`src/rtl/shiftreg_tap.sv`:
```
// Tapped shift register: DEPTH stages, output tap chosen by sel (sel=0 bypasses d); optional rotate with SHIFTREG_TAP_ROTATE_EN.
// Latency: sel=k gives the word shifted in k enabled clocks ago; q/valid are combinational from sel and state.
// Backpressure: none; en gates shifting, flush/reset clear stages and fill count.
module shiftreg_tap #(
    parameter int WIDTH = 8,
    parameter int DEPTH = 3,
    localparam int SELW = $clog2(DEPTH + 1)
) (
    input  logic             clk,
    input  logic             reset,
    input  logic             en,
    input  logic             flush,
`ifdef SHIFTREG_TAP_ROTATE_EN
    input  logic             rot,
`endif
    input  logic [WIDTH-1:0] d,
    input  logic [SELW-1:0]  sel,
    output logic [WIDTH-1:0] q,
    output logic             valid,
    output logic [SELW-1:0]  fill_cnt
);

    localparam logic [SELW-1:0] DEPTH_S = SELW'(DEPTH);

    logic [WIDTH-1:0] stage_q [1:DEPTH];
    logic [WIDTH-1:0] stage_d [1:DEPTH];
    logic [SELW-1:0]  fill_cnt_q;
    logic [SELW-1:0]  fill_cnt_d;
    logic             rot_act;

`ifdef SHIFTREG_TAP_ROTATE_EN
    assign rot_act = rot;
`else
    assign rot_act = 1'b0;
`endif

    always_comb begin
        stage_d    = stage_q;
        fill_cnt_d = fill_cnt_q;
        if (flush) begin
            for (int k = 1; k <= DEPTH; k++) begin
                stage_d[k] = '0;
            end
            fill_cnt_d = '0;
        end else if (en) begin
            // Rotation recirculates the last stage and does not count as a new word.
            stage_d[1] = rot_act ? stage_q[DEPTH] : d;
            for (int k = 2; k <= DEPTH; k++) begin
                stage_d[k] = stage_q[k-1];
            end
            if (!rot_act && (fill_cnt_q != DEPTH_S)) begin
                fill_cnt_d = fill_cnt_q + SELW'(1);
            end
        end
    end

    always_ff @(posedge clk) begin
        if (reset) begin
            for (int k = 1; k <= DEPTH; k++) begin
                stage_q[k] <= '0;
            end
            fill_cnt_q <= '0;
        end else begin
            stage_q    <= stage_d;
            fill_cnt_q <= fill_cnt_d;
        end
    end

    always_comb begin
        q     = '0;
        valid = 1'b0;
        if (sel == '0) begin
            q     = d;
            valid = 1'b1;
        end else begin
            for (int k = 1; k <= DEPTH; k++) begin
                if (sel == SELW'(k)) begin
                    q = stage_q[k];
                end
            end
            valid = (sel <= DEPTH_S) && (fill_cnt_q >= sel);
        end
    end

    assign fill_cnt = fill_cnt_q;

endmodule

```
`config.mk`:
```
export PLATFORM = sky130hd
export DESIGN_NAME = shiftreg_tap
export DESIGN_NICKNAME = d
export VERILOG_FILES = /design/src/rtl/shiftreg_tap.sv
export SDC_FILE = /design/constraint.sdc
export NUM_CORES = 1
export LEC_CHECK = 0
export ABC_CLOCK_PERIOD_IN_PS = 1300
export CORE_MARGIN = 1.5
export CORE_UTILIZATION = 60
export DETAILED_ROUTE_END_ITERATION = 8
export DONT_BUFFER_PORTS = 1
export GPL_ROUTABILITY_DRIVEN = 0
export MAX_ROUTING_LAYER = met4
export PLACE_DENSITY = 0.76
export SETUP_SLACK_MARGIN = 0.4
export SLEW_MARGIN = 0
export SYNTH_ARGS = -nofsm -noshare
export SYNTH_HDL_FRONTEND = slang
export SYNTH_SLANG_ARGS = --single-unit
export TNS_END_PERCENT = 20
```
`constraint.sdc`:
```
create_clock -name clk -period 1.3 [get_ports clk]
set_input_delay 0.13 -clock clk [delete_from_list [all_inputs] [get_ports clk]]
set_output_delay 0.13 -clock clk [all_outputs]
set_load 0.1 [all_outputs]
```
==> results.md, run 1 <==
* Port buffer count at 0
* CTS buffer count at 3
* Crit path buf inv count at 1
* Critical path required time at 1170 ps
* Area of the core at 0.00192 mm2
* Flops & latches, synth at 26
* Critical Path Source Type: flip-flop
* Sequential cell area at 546 um2
* Setup crit end kind: output port
* Die Y at 47.8 um
* Post-synth design cell area at 0.00120 mm2
* Post-Synth XOR/XNOR Area at 0.727%
* Reg2reg start: fill_cnt[0]
* Fin nets at 139
* Adder-Cell Fraction of Synth Area at 3.12%
* Top-area cell type share of the netlist area at 43.2%
* Largest net degree at the start of global routing at 27
* DIE AREA at 0.00229 mm2
* Row Count at 16
* Worst-case reg-to-reg path depth at 5
* Finish-stage setup viols at 9
* First-pass GRT wire length at 3.27 mm
* Clock sink count at 26
* Synth Area in Simple Gates at 10.1%
* Final hold violations at 19
* Fillers at 119
* CP Class: flip-flop to output port
* Routed via count at 804
* Main combinational cell family by area after synthesis: multiplexers
* Post-CTS Hold Fix Bufs at 8
* RSZ-0062 raised after global routing: true
* Vias in the first global route at 802
* Leak Pwr at 0.648 nW
* Min-Delay Path Depth at 2
* Root buf cell: clkbuf_4
* Shortest period the worst path allows at 1640 ps
* Initial DRC count at 4
* Chip Width at 47.8 um
* Crit share post-route at 126%
* CP Launch Point: fill_cnt[0]
* Syn nets at 121
* CP delay by family, top: compound AO/OA/AOI/OAI gates
* Mux cell area share after synthesis at 35.7%
* Antenna diode instance count at 0
* Register area share after synthesis at 43.2%
* Max Clk Rate at 609 MHz
* Min-Delay Endpoint: stage_q[16]
* Layout area overhead at 29.9%
* Cell taking the most area after synthesis: dfxtp_1
* R2R setup slack at 20 ps
* Grt total ovfl at 0
* IO Count at 25
* Vias per cell at 5.43
* CP arrival at 1510 ps
* Synth area leaders: dfxtp_1, mux2i_1, mux4_2
* Final routed DRC violation total at 0
* Setup ws final at -341 ps
* CTS tree: done
* Failing checks: hold timing, setup timing
* Syn Inst Count at 104
* Crit-path cells: inv_2 -> ha_4 -> nand2b_4 -> a211o_4
* Clk buf depth at 2
* Worst hold margin at -22.1 ps
* Setup TNS at -1660 ps
* Clk_lat worst skew at 310 ps
* Worst slew margin at 43.8%
* Pwr Total at 1.54 mW
* Tightest Pin Transition at 843 ps
* Wire per inst at 14.8 um
* CP max stage delay at 460 ps
* VDD IR max at 783 uV
* Gr usage total at 21.7%
* Syn Area/Cell at 11.6 um2
* Yosys cell types at 14
* Layout cell share with drive strength beyond 1 at 38.8%
* Max Fanout on Critical Path at 2
* Antenna violations before repair at 0
* Status: finished with violations
* Cell area power density at 987 mW/mm2
* Slowest cell on crit path: a211o_4
* Post-DP HPWL at 1.44 mm
* Worst Skew at 4.71 ps
* Max Cap Violations at 0
* Initial core utilization at 62.7%
* Hold Path Class: input pin to flip-flop
* Reg-to-reg critical path endpoint: fill_cnt[1]
* Drt total wl at 2.18 mm
* Yosys warning total at 0
* Hold path startpoint: en
* H-Tree Depth at 1
* Synth Area in Compound Gates at 0.727%
* Worst-path clk slew at 130 ps
* Area of the multi-input gates at 639 um2
* Pre-Repair DR Iteration Count at 4
* Fin. max-slew vios at 0
* Antenna Nets Post-Route at 0
-- routing by layer --
metal  global-route usage (%)  vias up  wire, um
li1                         -      394         -
met1                     26.0      388       937
met2                     35.5       20      1140
met3                     5.28        2        93
met4                     8.11        0        12
met5                        -        -         0
-- power breakdown --
part,leakage [nW],switching [mW],internal (mW)
combinational,0.408,0.193,0.151
clock,0.0210,0.213,0.171
sequential,0.219,0.00915,0.808
-- cell families (layout without fill, tap and decap cells) --
logic type               Yosys count  after routing
XOR/XNOR                           1              1
multiplexers                      33             33
AND/OR/NAND/NOR                   30             30
flip-flops                        26             26
AO/OA/AOI/OAI                      1              1
adder cells (fa/ha/maj)            3              3
buffers and inverters             10             27
-- registers in the layout, summed over array words and instances (netlist names) --
signal and count:
stage_q 24, fill_cnt 2
-- cell usage after synthesis --
cell,number
buf_6,4
mux2i_1,25
xnor2_1,1
a211o_1,1
nand2b_1,1
buf_2,2
buf_4,2
dfxtp_1,26
and2b_1,1
or2_1,1
nor2_1,27
inv_1,2
mux4_2,8
ha_1,3
-- per-stage QoR --
stage / instances / area, um2 / util, % / worst slack [ps] / hold WS [ps]
after CTS: 147 / 1550 / 80.6 / -356 / -40.6
final: 148 / 1570 / 81.4 / -341 / -22.1
after global routing: 148 / 1570 / 81.4 / -393 / -26.7
after detailed placement: 134 / 1390 / 72.2 / 8.69 / 288
after floorplan: 104 / 1240 / - / -223 / 277
after global placement: 134 / 1390 / 72.2 / 30.5 / 279
-- repair_timing --
action	CTS	global route
setup buffers	1	1
resized for setup	15	7
endpoints found under the setup margin	13	13
pin swaps	1	0
hold endpoints to repair	24	19
-- worst max-delay path by stage --
stage | to | slack [ps] | depth (start not counted)
after detailed placement | fill_cnt[1] | 9 | 5
after CTS | valid | -360 | 4
final | valid | -340 | 4
after global routing | valid | -390 | 4
after floorplan | valid | -220 | 4
after global placement | valid | 30 | 4
-- worst register-to-register path: stages (launching register included) --
cell and delay [ps]:
dfxtp_4 360, buf_4 150, ha_2 170, and2b_2 240, mux2i_1 190, nor2_1 50
-- area by class of cell --
class,count,area share (%)
multi-input combinational,68,40.8
clock buffer,4,2.32
sequential,26,34.9
inverter,2,0.480
timing repair buffer,21,19.3
tap,27,2.16
-- placed cells by master, fill, tap and decap left out --
master         Yosys  final
inv_2              0      1
ha_2               0      1
dfxtp_4            0      2
a211o_4            0      1
buf_4              2      3
mux2i_1           25     25
mux4_2             8      8
xnor2_1            1      1
dlygate4sd3_1      0      8
ha_1               3      1
or2_1              1      1
inv_1              2      1
and2b_2            0      1
dfxtp_1           26     10
nand2b_4           0      1
clkbuf_4           0      3
buf_12             0     10
nor2_1            27     27
clkbuf_8           0      1
dfxtp_2            0     14
ha_4               0      1
Note: power is estimated with default switching activity, not from simulation.
==> inputs of run 2 (changes only) <==
--- a/config.mk
+++ b/config.mk
@@ -6,5 +6,4 @@
 export NUM_CORES = 1
 export LEC_CHECK = 0
-export ABC_CLOCK_PERIOD_IN_PS = 1300
 export CORE_MARGIN = 1.5
 export CORE_UTILIZATION = 60
==> constraint.sdc (replaced) <==
create_clock -name clk -period 1.3 [get_ports clk]
set_input_delay 0.065 -clock clk [delete_from_list [all_inputs] [get_ports clk]]
set_output_delay 0.065 -clock clk [all_outputs]
set_load 0.1 [all_outputs]
==> run 2 against run 1 <==
  * The flow still finishes with violations (hold timing, setup timing)
  * Combinational power fell by 18%
  * Power fell by 4.2%
  * Via count fell by 4.6%
  * Design area fell by 9.9%
  * Global-route usage fell by 2.3 points
  * Hold slack got worse by 65 ps
  * Highest routed layer unchanged
==> results.md, run 2 (same netlist as run 1, synthesis figures left out) <==
* Status: finished with violations
* Failing checks: hold timing, setup timing
* Row Count at 16 (unchanged)
* VDD IR max at 820 uV (+4.7%)
* Int Pwr at 1.08 mW (-4.4%)
* Sw frac at 27.1% (+0.21 points)
* Min-Delay Endpoint: stage_q[11]
* Max Fanout on Critical Path at 2 (unchanged)
* Reg-to-reg critical path endpoint: fill_cnt[1]
* First-pass GRT wire length at 2.93 mm (-11%)
* Area of the core at 0.00192 mm2 (unchanged)
* Clock sink count at 26 (unchanged)
* Reg2reg start: fill_cnt[0]
* Max FFs per register at 24 (unchanged)
* CTS buffer count at 3 (unchanged)
* CTS tree: done
* DIE AREA at 0.00229 mm2 (unchanged)
* Design area at 0.00141 mm2 (-9.9%)
* Chip Width at 47.8 um (unchanged)
* Final routed DRC violation total at 0 (unchanged)
* Most common cell after layout, fill and taps aside: nor2_1
* Finish-stage setup viols at 9 (unchanged)
* Layout area overhead at 17.0%
* Top reg by flops: stage_q
* Sw Pwr at 401 uW (-3.4%)
* Pre-Repair DR Iteration Count at 3 (-1)
* Root buf cell: clkbuf_4
* Crit-path cells: inv_4 -> ha_4 -> nand2b_4 -> a211o_4
* Hold Path Class: input pin to flip-flop
* IO Count at 25 (unchanged)
* Worst-case reg-to-reg path depth at 5 (unchanged)
* CP Class: flip-flop to output port
* R2R setup slack at 0 ps (-20 ps)
* Logic gate share of total power at 19.2% (-3.1 points)
* Setup crit end kind: output port
* Shortest period the worst path allows at 1570 ps (-72.9 ps)
* Vias in the first global route at 679 (-15%)
* Critical Path Source Type: flip-flop
* Critical path required time at 1240 ps (+70 ps)
* Crit share post-route at 121% (-5.6 points)
* Fillers at 143 (+20%)
* Area of the multi-input gates at 644 um2 (+0.78%)
* Hold path startpoint: en
* Tightest Pin Transition at 883 ps (+39.7 ps)
* Routed via count at 767 (-4.6%)
* Post-DP HPWL at 1.30 mm (-9.8%)
* CP max stage delay at 460 ps (about the same)
* Gr usage total at 19.4% (-2.3 points)
* Die Y at 47.8 um (unchanged)
* Slowest cell on crit path: a211o_4
* Crit path buf inv count at 1 (unchanged)
* Placed cells at 125 (-6.7%)
* Clk buf depth at 2 (unchanged)
* Grt total ovfl at 0 (unchanged)
* Drt total wl at 2.01 mm (-8.2%)
* Wire per inst at 14.2 um (-3.6%)
* Clk_lat worst skew at 300 ps (about the same)
* Initial core utilization at 62.7% (unchanged)
* Pre-CTS setup slack at 48.9 ps (+40.2 ps)
* Post-CTS Hold Fix Bufs at 8 (unchanged)
* Cell area power density at 1050 mW/mm2 (+6.4%)
* Worst hold margin at -86.7 ps (-64.5 ps)
* Worst slew margin at 41.1% (-2.6 points)
* Antenna diode instance count at 0 (unchanged)
* RSZ-0062 raised after global routing: true
* Sequential Power Share at 55.2% (+2.3 points)
* Final std cells w/o fill at 141 (-4.7%)
* Max Clk Rate at 638 MHz (+4.6%)
* Sequential cell area at 548 um2 (+0.46%)
* Leak Pwr at 0.592 nW (-8.6%)
* CP Launch Point: fill_cnt[0]
* Setup ws final at -268 ps (+72.9 ps)
* Port buffer count at 0 (unchanged)
* Most frequent cells in the layout: nor2_1, mux2i_1, dfxtp_2
* CP arrival at 1500 ps (about the same)
* Clk pwr share at 25.6% (+0.8 points)
* Fin nets at 132 (-5.0%)
* H-Tree Depth at 1 (unchanged)
* Placed Area at 0.00122 mm2 (-12%)
* Fin. max-slew vios at 0 (unchanged)
* Antenna Nets Post-Route at 0 (unchanged)
* Layout cell share with drive strength beyond 1 at 36.8% (-2.0 points)
* Worst Skew at 3.16 ps (-1.55 ps)
* Min-Delay Path Depth at 2 (unchanged)
* CP delay by family, top: compound AO/OA/AOI/OAI gates
* Final hold violations at 24 (+5)
* Worst-path clk slew at 130 ps (about the same)
* Initial DRC count at 6 (+2)
* Antenna violations before repair at 0 (unchanged)
* Largest net degree at the start of global routing at 27 (unchanged)
* Max Cap Violations at 0 (unchanged)
* Setup TNS at -1470 ps (+192 ps)
* Vias per cell at 5.44 (+0.13%)
==> run 2: timing repair <==
item	4_1_cts	5_1_grt
cloned	0	0
gates resized for setup	14	8
buffers inserted	3	1
setup endpoints to repair	13	13
hold endpoints to repair	24	24
pin swaps	1	1
==> run 2: worst max-delay path by stage <==
stage,depth (start not counted),slack (ps),end
3_3_place_gp,4,70,valid
5_1_grt,4,-330,valid
4_1_cts,4,-290,valid
2_1_floorplan,4,-160,valid
6_report,4,-270,valid
3_5_place_dp,4,50,valid
==> run 2: metrics by stage <==
step	power (mW)	utilization (%)
2_1_floorplan	1.11	-
3_3_place_gp	1.08	63.5
3_5_place_dp	1.09	63.5
4_1_cts	1.50	72.4
5_1_grt	1.55	73.4
6_report	1.48	73.4
==> run 2: final cells by class <==
| cell class | instances | area share [%] |
|---|---|---|
| tap | 27 | 2.40 |
| multi-input combinational | 68 | 45.7 |
| inverter | 2 | 0.710 |
| sequential | 26 | 38.9 |
| timing repair buffer | 14 | 9.76 |
| clock buffer | 4 | 2.57 |
==> run 2: power groups by stage <==
stage / sequential (mW) / clock (mW) / combinational (mW)
finish: 0.817 / 0.380 / 0.284
global route: 0.820 / 0.428 / 0.297
CTS: 0.816 / 0.397 / 0.284
detailed placement: 0.835 / 0 / 0.254
global placement: 0.834 / 0 / 0.249
floorplan: 0.848 / 0 / 0.264
==> run 2: metal layers <==
layer | vias up | track usage (%) | share of wire, %
met5 | - | - | 0
met4 | 0 | 9.73 | 1.1
met3 | 2 | 4.15 | 4.4
met2 | 17 | 29.3 | 49
met1 | 367 | 24.6 | 45
li1 | 381 | - | -
==> inputs of run 3 (changes only) <==
Settings changed: ABC_AREA set to 1, TNS_END_PERCENT 20 to not set.
==> run 3 against run 2 <==
  * The flow still finishes with violations (hold timing, setup timing)
  * Synthesized cell count grew 63%
  * Sequential power rose by 4.5%
  * Largest power group unchanged
  * Final cell count grew 59%
  * Clock power rose by 30%
  * Wire length up 120%
  * Largest cell class unchanged
  * Design area grew 28%
==> results.md, run 3 <==
* Finish-stage setup viols at 1 (-8)
* Area of the core at 0.00194 mm2 (+1.0%)
* Drt total wl at 4.48 mm (+120%)
* Min-Delay Path Depth at 3 (+1)
* Crit share post-route at 108% (-13 points)
* Post-CTS Hold Fix Bufs at 9 (+1)
* H-Tree Depth at 1 (unchanged)
* Worst slew margin at 63.8% (+23 points)
* R2R setup slack at 140 ps (+140 ps)
* Grt total ovfl at 0 (unchanged)
* CP arrival at 1330 ps (-170 ps)
* EDFF count, synth at 0 (unchanged)
* Top-area cell type share of the netlist area at 42.7% (-0.53 points)
* Synth area leaders: dfxtp_1, nor2_1, nand3_1
* Max Clk Rate at 715 MHz (+12%)
* Top reg by flops: stage_q
* Chip Width at 48.1 um (+0.59%)
* RSZ-0062 raised after global routing: true
* Worst-case reg-to-reg path depth at 6 (+1)
* Initial DRC count at 81 (+75)
* Critical Path Source Type: flip-flop
* Tightest Pin Transition at 543 ps (-340 ps)
* Max Fanout on Critical Path at 2 (unchanged)
* Yosys warning total at 0 (unchanged)
* IO Count at 25 (unchanged)
* Antenna violations before repair at 0 (unchanged)
* Post-DP HPWL at 1.75 mm (+35%)
* Row Count at 16 (unchanged)
* Post-synth ARST share at 0% (unchanged)
* VDD IR max at 986 uV (+20%)
* Critical path required time at 1240 ps (about the same)
* CP Class: flip-flop to output port
* Syn Area/Cell at 7.18 um2 (-38%)
* Pre-Repair DR Iteration Count at 5 (+2)
* Post-synth design cell area at 0.00122 mm2 (+1.2%)
* Cell taking the most area after synthesis: dfxtp_1
* CTS buffer count at 3 (unchanged)
* Max Cap Violations at 0 (unchanged)
* Clock sink count at 26 (unchanged)
* Routed via count at 1,459 (+90%)
* Max FFs per register at 24 (unchanged)
* Register area share after synthesis at 42.7% (-0.53 points)
* Commonest cells post-synth: nor2_1, dfxtp_1, nand3_1
* Wire per inst at 20.0 um (+41%)
* Hold Path Class: input pin to flip-flop
* Yosys cell types at 15 (+1)
* Failing checks: hold timing, setup timing
* Die Y at 48.1 um (+0.59%)
* Pre-CTS setup slack at 156 ps (+107 ps)
* CTS tree: done
* Setup crit end kind: output port
* Setup ws final at -98.8 ps (+169 ps)
* Worst-path clk slew at 150 ps (+20 ps)
* Initial core utilization at 62.8% (+0.13 points)
* Worst Skew at 1.56 ps (-1.60 ps)
* Final routed DRC violation total at 0 (unchanged)
* Reg2reg start: fill_cnt[1]
* Most common cell after layout, fill and taps aside: nor2_1
* Fin. max-slew vios at 0 (unchanged)
* Clk_lat worst skew at 330 ps (+30 ps)
* DIE AREA at 0.00231 mm2 (+1.2%)
* Syn Inst Count at 170 (+63%)
* Layout cell share with drive strength beyond 1 at 42.1% (+5.3 points)
* Port buffer count at 0 (unchanged)
* Fin nets at 215 (+63%)
* Gr usage total at 34.8% (+15 points)
* Syn nets at 187 (+55%)
* Count leader, synth: nor2_1
* Antenna diode instance count at 0 (unchanged)
* Main synth FF type: dfxtp_1
* Vias in the first global route at 1,178 (+73%)
* Hold path startpoint: reset
* Reg-to-reg critical path endpoint: fill_cnt[0]
* Root buf cell: clkbuf_4
* Min-Delay Endpoint: stage_q[23]
* Largest net degree at the start of global routing at 27 (unchanged)
* Cell area power density at 1040 mW/mm2 (-1.3%)
* Clk buf depth at 2 (unchanged)
* Leak Pwr at 0.715 nW (+21%)
* Layout area overhead at 47.5%
* Shortest period the worst path allows at 1400 ps (-169 ps)
* Antenna Nets Post-Route at 0 (unchanged)
* First-pass GRT wire length at 5.40 mm (+84%)
* Worst hold margin at -32.7 ps (+53.9 ps)
* Vias per cell at 6.51 (+20%)
* Most frequent cells in the layout: nor2_1, dfxtp_2, nand3_2, o21ai_0, buf_4
* Final hold violations at 16 (-33%)
* Status: finished with violations
* Flops & latches, synth at 26 (unchanged)
-- run 3: cell count changes after synthesis, sizes merged, moves of 2 or more --
cell / delta
mux2i: -25
buf: +2
nor2: +28
nand3: +24
o21ai: +27
nand2: +10
nand4: +8
mux4: -8
inv: +5
-- run 3: repair_timing --
| item | in CTS | in global routing |
|---|---|---|
| buffers inserted | 13 | 1 |
| gates resized for setup | 55 | 21 |
| endpoints found under the hold margin | 26 | 15 |
| setup endpoints to repair | 13 | 37 |
| cloned | 0 | 0 |
| pin swaps | 10 | 8 |
-- run 3: kinds of logic after synthesis --
logic type	count (synthesis)	synth area share (%)
flops	26	42.7
simple gates	97	34.8
fa+ha+maj	3	3.08
buf+inv	17	8.41
compound gates	27	11.1
-- run 3: area by class of cell --
type,instances,area [um2]
multi-input combinational,127,761
sequential,26,556
timing repair buffer,33,370
fill,62,143
clock buffer,4,47.5
tap,27,33.8
inverter,7,31.3
-- run 3: power by group --
part / switching [mW] / total (mW) / internal, mW
clock: 0.257 / 0.493 / 0.235
combinational: 0.347 / 0.519 / 0.172
sequential: 0.0256 / 0.854 / 0.828
-- run 3: through the flow --
stage	power [mW]	TNS, ps	std cells	area, um2	util, %
global route	1.91	-129	224	1800	92.7
detailed placement	1.21	0	197	1300	66.8
finish	1.87	-98.8	224	1800	92.7
floorplan	1.19	-348	170	1280	-
global placement	1.20	0	197	1300	66.8
CTS	1.80	-113	223	1710	88.3
-- run 3: per-layer routing --
layer  routed length (um)  track usage (%)  vias up
li1                     -                -      620
met1                 1650             43.3      709
met2                 2220             56.5      102
met3                  399             6.30       28
met4                  202             11.9        0
met5                    0                -        -
-- run 3: how the worst max path moves through the flow --
stage	from	endpoint	slack, ps
after floorplan	stage_q[10]	q[2]	-40
after global placement	fill_cnt[0]	valid	210
after detailed placement	fill_cnt[0]	valid	160
after CTS	fill_cnt[0]	valid	-110
after global routing	fill_cnt[0]	valid	-130
final	fill_cnt[0]	valid	-100
-- run 3: critical path, stage by stage (launching register included) --
cell and delay (ps):
dfxtp_4 390, inv_4 40, ha_4 220, o21ai_4 190
nand2_8 160
